===== src/rtl/vram_arbiter_if.sv =====
// Requester and RAM-side signal bundle for vram_arbiter.
// slave = arbiter side; master = renderer/clear/writer clients and RAM.
interface vram_arbiter_if #(
   parameter int ADDR_W = 15,
   parameter int DATA_W = 3
);
   logic              disp_req;
   logic [ADDR_W-1:0] disp_addr;
   logic [DATA_W-1:0] disp_data;
   logic              disp_valid;
   logic              wr_valid;
   logic              wr_ready;
   logic [ADDR_W-1:0] wr_addr;
   logic [DATA_W-1:0] wr_data;
   logic              clr_start;
   logic [DATA_W-1:0] clr_data;
   logic              clr_busy;
   logic              clr_done;
   logic [ADDR_W-1:0] ram_addr;
   logic              ram_we;
   logic [DATA_W-1:0] ram_wdata;
   logic [DATA_W-1:0] ram_rdata;

   modport slave (
      input  disp_req, disp_addr, wr_valid, wr_addr, wr_data, clr_start, clr_data, ram_rdata,
      output disp_data, disp_valid, wr_ready, clr_busy, clr_done, ram_addr, ram_we, ram_wdata
   );

   modport master (
      output disp_req, disp_addr, wr_valid, wr_addr, wr_data, clr_start, clr_data, ram_rdata,
      input  disp_data, disp_valid, wr_ready, clr_busy, clr_done, ram_addr, ram_we, ram_wdata
   );
endinterface


===== src/rtl/vram_arbiter.sv =====
// Single-port VRAM arbiter: display read > buffered write > clear fill > direct write (VRAM_WR_BUF_EN adds a 1-entry write buffer).
// Latency: disp_data 3 cycles after disp_req; any issued write reaches the RAM port the cycle after arbitration.
// Backpressure: wr_ready low during a clear, and while disp_req is high (no buffer) or the buffer is full.
module vram_arbiter #(
   parameter int DEPTH  = 19200,
   parameter int ADDR_W = 15,
   parameter int DATA_W = 3
) (
   input  logic          clk,
   input  logic          rst,
   vram_arbiter_if.slave bus
);
`ifdef VRAM_WR_BUF_EN
   localparam bit BUF_EN = 1'b1;
`else
   localparam bit BUF_EN = 1'b0;
`endif
   localparam logic [ADDR_W-1:0] LAST_ADDR = ADDR_W'(DEPTH - 1);

   typedef enum logic {S_IDLE, S_CLEAR} state_e;

   state_e            state_q, state_d;
   logic [ADDR_W-1:0] clr_addr_q, clr_addr_d;
   logic [DATA_W-1:0] clr_col_q, clr_col_d;
   logic [ADDR_W-1:0] ram_addr_q, ram_addr_d;
   logic              ram_we_q, ram_we_d;
   logic [DATA_W-1:0] ram_wdata_q, ram_wdata_d;
   logic              clr_done_q, clr_done_d;
   logic              buf_full_q, buf_full_d;
   logic [ADDR_W-1:0] buf_addr_q, buf_addr_d;
   logic [DATA_W-1:0] buf_data_q, buf_data_d;
   logic              rd_p1_q, rd_p2_q;
   logic [DATA_W-1:0] disp_data_q;
   logic              disp_valid_q;
   logic              wr_ready;
   logic              wr_fire;

`ifdef VRAM_WR_BUF_EN
   assign wr_ready = !buf_full_q && (state_q != S_CLEAR) && !rst;
`else
   assign wr_ready = !bus.disp_req && (state_q != S_CLEAR) && !rst;
`endif
   assign wr_fire = bus.wr_valid && wr_ready;

   always_comb begin
      state_d     = state_q;
      clr_addr_d  = clr_addr_q;
      clr_col_d   = clr_col_q;
      ram_addr_d  = ram_addr_q;
      ram_we_d    = 1'b0;
      ram_wdata_d = ram_wdata_q;
      clr_done_d  = 1'b0;
      buf_full_d  = buf_full_q;
      buf_addr_d  = buf_addr_q;
      buf_data_d  = buf_data_q;

      if (state_q == S_IDLE && bus.clr_start) begin
         state_d    = S_CLEAR;
         clr_addr_d = '0;
         clr_col_d  = bus.clr_data;
      end

      if (bus.disp_req) begin
         ram_addr_d = bus.disp_addr;
         // A write accepted alongside a read parks in the buffer.
         if (BUF_EN && wr_fire) begin
            buf_full_d = 1'b1;
            buf_addr_d = bus.wr_addr;
            buf_data_d = bus.wr_data;
         end
      end else if (buf_full_q) begin
         ram_addr_d  = buf_addr_q;
         ram_wdata_d = buf_data_q;
         ram_we_d    = 1'b1;
         buf_full_d  = 1'b0;
      end else if (state_q == S_CLEAR) begin
         ram_addr_d  = clr_addr_q;
         ram_wdata_d = clr_col_q;
         ram_we_d    = 1'b1;
         if (clr_addr_q == LAST_ADDR) begin
            state_d    = S_IDLE;
            clr_done_d = 1'b1;
         end else begin
            clr_addr_d = clr_addr_q + 1'b1;
         end
      end else if (wr_fire) begin
         ram_addr_d  = bus.wr_addr;
         ram_wdata_d = bus.wr_data;
         ram_we_d    = 1'b1;
      end
   end

   always_ff @(posedge clk or posedge rst) begin
      if (rst) begin
         state_q      <= S_IDLE;
         clr_addr_q   <= '0;
         clr_col_q    <= '0;
         ram_addr_q   <= '0;
         ram_we_q     <= 1'b0;
         ram_wdata_q  <= '0;
         clr_done_q   <= 1'b0;
         buf_full_q   <= 1'b0;
         buf_addr_q   <= '0;
         buf_data_q   <= '0;
         rd_p1_q      <= 1'b0;
         rd_p2_q      <= 1'b0;
         disp_data_q  <= '0;
         disp_valid_q <= 1'b0;
      end else begin
         state_q      <= state_d;
         clr_addr_q   <= clr_addr_d;
         clr_col_q    <= clr_col_d;
         ram_addr_q   <= ram_addr_d;
         ram_we_q     <= ram_we_d;
         ram_wdata_q  <= ram_wdata_d;
         clr_done_q   <= clr_done_d;
         buf_full_q   <= buf_full_d;
         buf_addr_q   <= buf_addr_d;
         buf_data_q   <= buf_data_d;
         // Read pipeline: address out, RAM access, capture.
         rd_p1_q      <= bus.disp_req;
         rd_p2_q      <= rd_p1_q;
         disp_valid_q <= rd_p2_q;
         if (rd_p2_q) disp_data_q <= bus.ram_rdata;
      end
   end

   assign bus.ram_addr   = ram_addr_q;
   assign bus.ram_we     = ram_we_q;
   assign bus.ram_wdata  = ram_wdata_q;
   assign bus.disp_data  = disp_data_q;
   assign bus.disp_valid = disp_valid_q;
   assign bus.wr_ready   = wr_ready;
   assign bus.clr_busy   = (state_q == S_CLEAR);
   assign bus.clr_done   = clr_done_q;
endmodule


===== src/flat_wrapper.sv =====
// flat-port wrapper written by rule: the top's interface ports become plain ports
module vram_arbiter_flat 
#(
   parameter int DEPTH  = 19200,
   parameter int ADDR_W = 15,
   parameter int DATA_W = 3
)
  (clk, rst, bus_disp_req, bus_disp_addr, bus_wr_valid, bus_wr_addr, bus_wr_data, bus_clr_start, bus_clr_data, bus_ram_rdata, bus_disp_data, bus_disp_valid, bus_wr_ready, bus_clr_busy, bus_clr_done, bus_ram_addr, bus_ram_we, bus_ram_wdata);
  vram_arbiter_if #(.ADDR_W(ADDR_W), .DATA_W(DATA_W)) bus_i ();
  input  logic clk;
  input  logic rst;
  input wire logic [$bits(bus_i.disp_req)-1:0] bus_disp_req;
  input wire logic [$bits(bus_i.disp_addr)-1:0] bus_disp_addr;
  input wire logic [$bits(bus_i.wr_valid)-1:0] bus_wr_valid;
  input wire logic [$bits(bus_i.wr_addr)-1:0] bus_wr_addr;
  input wire logic [$bits(bus_i.wr_data)-1:0] bus_wr_data;
  input wire logic [$bits(bus_i.clr_start)-1:0] bus_clr_start;
  input wire logic [$bits(bus_i.clr_data)-1:0] bus_clr_data;
  input wire logic [$bits(bus_i.ram_rdata)-1:0] bus_ram_rdata;
  output wire logic [$bits(bus_i.disp_data)-1:0] bus_disp_data;
  output wire logic [$bits(bus_i.disp_valid)-1:0] bus_disp_valid;
  output wire logic [$bits(bus_i.wr_ready)-1:0] bus_wr_ready;
  output wire logic [$bits(bus_i.clr_busy)-1:0] bus_clr_busy;
  output wire logic [$bits(bus_i.clr_done)-1:0] bus_clr_done;
  output wire logic [$bits(bus_i.ram_addr)-1:0] bus_ram_addr;
  output wire logic [$bits(bus_i.ram_we)-1:0] bus_ram_we;
  output wire logic [$bits(bus_i.ram_wdata)-1:0] bus_ram_wdata;
  assign bus_i.disp_req = bus_disp_req;
  assign bus_i.disp_addr = bus_disp_addr;
  assign bus_i.wr_valid = bus_wr_valid;
  assign bus_i.wr_addr = bus_wr_addr;
  assign bus_i.wr_data = bus_wr_data;
  assign bus_i.clr_start = bus_clr_start;
  assign bus_i.clr_data = bus_clr_data;
  assign bus_i.ram_rdata = bus_ram_rdata;
  assign bus_disp_data = bus_i.disp_data;
  assign bus_disp_valid = bus_i.disp_valid;
  assign bus_wr_ready = bus_i.wr_ready;
  assign bus_clr_busy = bus_i.clr_busy;
  assign bus_clr_done = bus_i.clr_done;
  assign bus_ram_addr = bus_i.ram_addr;
  assign bus_ram_we = bus_i.ram_we;
  assign bus_ram_wdata = bus_i.ram_wdata;
  vram_arbiter #(.DEPTH(DEPTH), .ADDR_W(ADDR_W), .DATA_W(DATA_W)) u_core (.clk(clk), .rst(rst), .bus(bus_i));
endmodule

===== config.mk =====
export PLATFORM = sky130hd
export DESIGN_NAME = vram_arbiter_flat
export DESIGN_NICKNAME = d
export VERILOG_FILES = /design/src/rtl/vram_arbiter_if.sv /design/src/rtl/vram_arbiter.sv /design/src/flat_wrapper.sv
export SDC_FILE = /design/constraint.sdc
export NUM_CORES = 1
export LEC_CHECK = 0
export BUFFER_PORTS_ARGS = -buffer_cell sky130_fd_sc_hd__buf_2
export CAP_MARGIN = 20
export CELL_PAD_IN_SITES_DETAIL_PLACEMENT = 1
export CELL_PAD_IN_SITES_GLOBAL_PLACEMENT = 1
export CORE_MARGIN = 2
export CORE_UTILIZATION = 38
export CTS_CLUSTER_DIAMETER = 150
export CTS_CLUSTER_SIZE = 28
export DETAILED_ROUTE_END_ITERATION = 7
export GPL_ROUTABILITY_DRIVEN = 1
export PLACE_DENSITY_LB_ADDON = 0.1
export SLEW_MARGIN = 20
export SYNTH_ARGS = -nofsm -noshare
export SYNTH_HDL_FRONTEND = slang
export SYNTH_SLANG_ARGS = --single-unit

===== constraint.sdc =====
create_clock -name clk -period 2.2 [get_ports clk]
set_clock_uncertainty 0.05 [all_clocks]
set_input_delay 0.11 -clock clk [delete_from_list [all_inputs] [get_ports clk]]
set_output_delay 0.11 -clock clk [all_outputs]
set_load 0.005 [all_outputs]

# Word-level counts from Yosys, hierarchy flattened
# Cells that the tools add are included.
[totals]
regBits = 45
[classes]
reduce_logical = 9
n_addsub = 1
n_eq_ne = 1
mux = 19
n_bitwise = 2
[op_table]
columns = ["operator", "count"]
rows = [
  ["$mux 15", 7],
  ["$add 15x1->15 const B", 1],
  ["$eq 15x15->1 const B", 1],
  ["$mux 1", 10],
  ["$mux 3", 2],
  ["$logic_and 1x1->1", 4],
  ["$reduce_bool 3->1", 1],
  ["$logic_not 1->1", 2],
  ["$not 1->1", 2],
  ["$reduce_and 2->1", 1],
  ["$reduce_bool 2->1", 1],
]

# Longest topological paths before layout
[logic_depth]
word_depth = 7
depth_mapped = 6
mapped_depth_nobuf = 5

# Least setup slack after synthesis
# OpenSTA, ideal clock, no wires.
[synth_path]
kind = "register to register"
startpoint = "register u_core.clr_addr_q[0]"
endpoint = "register u_core.clr_addr_q[8]"
required_time_ps = 2073
arrival_ps = 1595
path_slack_ps = 477
period_less_slack_ps = 1723
path_stages_with_launch = 7
setup_time_ps = 77
n_path_buf = 1
path_cell_list = "dfrtp_1 -> ha_1 -> and3_1 -> and4_4 -> buf_6 -> or4_1 -> a21oi_1"
[synth_between]
elab_chain_cells = 4
elab_cells_between_ends = 5
[synth_lines]
columns = ["item", "line_no", "text"]
rows = [
  ["start: declaration", "vram_arbiter.sv:23", "logic [ADDR_W-1:0] clr_addr_q, clr_addr_d;"],
  ["start signal: assignment", "vram_arbiter.sv:111", "clr_addr_q <= clr_addr_d;"],
  ["$add 15x1->15 or $eq 15x15->1 (tied branches)", "vram_arbiter.sv:84, vram_arbiter.sv:80", ""],
  ["$mux 15 (*)", "vram_arbiter.sv:80", "if (clr_addr_q == LAST_ADDR) begin"],
  ["$mux 15 (*)", "vram_arbiter.sv:76", "end else if (state_q == S_CLEAR) begin"],
  ["$mux 15 (*)", "vram_arbiter.sv:63", "if (bus.disp_req) begin"],
  ["via u_core.clr_addr_d[8]", "vram_arbiter.sv:23", ""],
]
# Mark *: on every way through the listed nets, which the timed path passes. The rest lies on a longest branch.
# A chain may end at the register's enable or synchronous reset.

# Worst setup path after layout
# Same ends and word-level chain as after synthesis.

==> qor.txt <==
Synthesis-to-finish area growth = 27.7%
Later-pin clock latency in the skew report = 0.29 ns
DR DRC count = 0
CTS buffer count = 5
Max-Cap Viols = 0
Share of Yosys cell area claimed by the top area cell type = 0.502
Fraction of layout cells with a size suffix above 1 = 0.296
Crit. End Element = flop
Top_reg_cell synth = dfrtp_1
Unrepaired setup endpoints after global routing = no
Worst slew margin = 0.657
Number of flops mapped to enable cells by yosys = 0
Fin. Hold Viols = 0
Fin crit period = 1.85 ns
First-pass iteration count of the detailed router = 4
Vias/cell = 5.15
Peak VDD IR = 0.396 mV
Yosys reg bits = 45
# placed instances = 368
# fillers = 694
CP required = 2.36 ns
DP Worst Slack = 0.410 ns
Initial antenna violation count = 0
Top-count cell post-synth = dfrtp_1
GRT Total Usage = 0.196
Die Ht = 80.8 um
Vias in the first global route = 1994
Critical Path Start Type = flop
Crit-path max cell delay = 0.46 ns
Cts repair resizes = 0
Total core area = 5610 um^2
Final instance area = 2860 um^2
Syn nets = 280
Setup bufs post-CTS = 0
Synth area leader = dfrtp_1
Clk sink count = 45
Setup TNS = 0 ns
CP Cell Sequence = ha_1 > and3_1 > and4_4 > or4_1 > a21oi_1
Post-route clock period utilization = 0.841
FFs w/ async S/R, synth = 1.00
First-pass GRT wire length = 9820 um
Mapped Area = 2240 um^2
Crit path DAT = 2.01 ns
Largest net degree at the start of global routing = 35
Final Worst Setup Slack = 0.349 ns
Post-synth top cells = 45 x dfrtp_1, 43 x nand2_1, 26 x mux2i_1
Crit-path max FO = 8
CP Buf/Inv Count = 0
CP max stage cell = dfrtp_1
Post-DP HPWL = 4440 um
Total grt overflow = 0
Multi-input logic area = 1030 um^2
Critical path type = flop to flop
Placer Congestion = 0.869
Post-layout util = 0.511
Dominant cells by area after synthesis = dfrtp_1 50%, mux2i_1 12%, nand2_1 7.2%
DRT iter0 DRCs = 42
DR vias = 1972
Max Clk Rate = 540 MHz
Worst Max-Slew Pin Slew = 0.514 ns
Hold Path Class = primary input to flop
Register area = 1130 um^2
Mean Syn Cell Area = 9.55 um^2
Starting Density = 0.400
Total die area = 6530 um^2
Clock Pin Slew Worst Setup and Hold Paths = 0.09 ns
Die X = 80.8 um
Placement Cell Area = 2680 um^2
CTS tree = built
Ys Warns = 0
Antenna diodes = 0
NumNets Final = 355
I/O pin total = 70
Max Transition Viols Final = 0
Clock Tree Buf Depth = 2
Status = finished, final reports clean
WL final = 6040 um
Mapped Cells = 235
CTS root buffer = clkbuf_8
Fin cells = 383
Routed Antenna Nets = 0
Sequential area share after synthesis = 0.502
Reg2reg setup slack = 0.35 ns
H-tree levels = 2
Power Density = 760 nW/um^2
P_leak = 1.45 nW
Cell family with most CP delay = simple AND/OR/NAND/NOR gates
Number of setup violations in the final report = 0
PortBufs = 69
Row cnt = 27
Wire length per cell = 15.8 um
Unique masters post-synth = 35
[per-stage QoR]
stage / hold WS, ns / power (W)
after floorplan: 0.0914 / 0.00133
after global placement: 0.145 / 0.00152
after detailed placement: 0.144 / 0.00155
after CTS: 0.0482 / 0.00221
after global routing: 0.0691 / 0.00230
final: 0.0500 / 0.00218
[cell families (layout without fill, tap and decap cells)]
logic type	Yosys count	after routing	share of synthesized area
simple gates	97	97	0.209
xor+xnor	1	1	0.00390
flops	45	45	0.502
fa+ha+maj	1	1	0.00558
compound gates	45	45	0.110
mux	29	29	0.131
buf+inv	17	93	0.0390
[state kept, by name, indices dropped and copies added (netlist names)]
register               flops
u_core.bus.clr_done        1
u_core.bus.disp_valid      1
u_core.bus.ram_we          1
u_core.rd_p2_q             1
u_core.bus.ram_wdata       3
u_core.clr_addr_q         15
u_core.clr_col_q           3
u_core.rd_p1_q             1
u_core.bus.ram_addr       15
u_core.bus.disp_data       3
u_core.bus.clr_busy        1
[per-layer routing]
layer  share of wire  vias up  track usage
met2            0.46       42        0.312
met3           0.040       10       0.0311
met1            0.48      949        0.269
li1                -      971            -
met5               0        -            0
met4           0.018        0       0.0695
[layout make-up]
| class | instances | area share |
|---|---|---|
| timing repair buffer | 82 | 0.170 |
| sequential | 45 | 0.393 |
| inverter | 3 | 0.00393 |
| tap | 72 | 0.0315 |
| clock inverter | 1 | 0.0105 |
| multi-input combinational | 173 | 0.361 |
| clock buffer | 7 | 0.0301 |
[report_power, final]
part	switching [W]	total, W	internal, W
combinational	0.000227	0.000447	0.000221
clock	0.000271	0.000641	0.000370
sequential	0.000130	0.00109	0.000958
total	0.000627	0.00218	0.00155
[timing repair]
action,CTS,global route
endpoints found under the hold margin,28,0
setup endpoints to repair,0,0
hold buffers,7,0
[layout by cell type (no fill, tap or decap), types with 3 or more instances in the layout]
master / Yosys / final
dlygate4sd3_1: 0 / 7
mux2_2: 3 / 3
buf_2: 4 / 69
a21oi_1: 17 / 17
nand2_1: 43 / 43
buf_4: 1 / 4
nor3_1: 4 / 3
and3_1: 3 / 3
nand3_1: 9 / 9
mux2i_1: 26 / 26
o21ai_0: 20 / 20
dfrtp_1: 45 / 45
nor2_1: 20 / 20
clkbuf_8: 0 / 6
[worst min-delay path: stages]
cell	delay, ns
buf_2	0.08
mux2i_1	0.05
o21ai_0	0.13
[worst paths after layout]
path / endpoint / startpoint / cells past startpoint
max: u_core.clr_addr_q[8]$_DFF_PP0_ / u_core.clr_addr_q[0]$_DFF_PP0_ / 5
min: u_core.bus.ram_wdata[1]$_DFFE_PP0P_ / bus_wr_data[1] / 3
max reg2reg: u_core.clr_addr_q[8]$_DFF_PP0_ / u_core.clr_addr_q[0]$_DFF_PP0_ / 5
min reg2reg: u_core.rd_p2_q$_DFF_PP0_ / u_core.rd_p1_q$_DFF_PP0_ / 0
max in group asynchronous: u_core.clr_addr_q[8]$_DFF_PP0_ / rst / 4
min in group asynchronous: u_core.bus.ram_we$_DFF_PP0_ / rst / 3
Power figures use the tool's default switching activity.
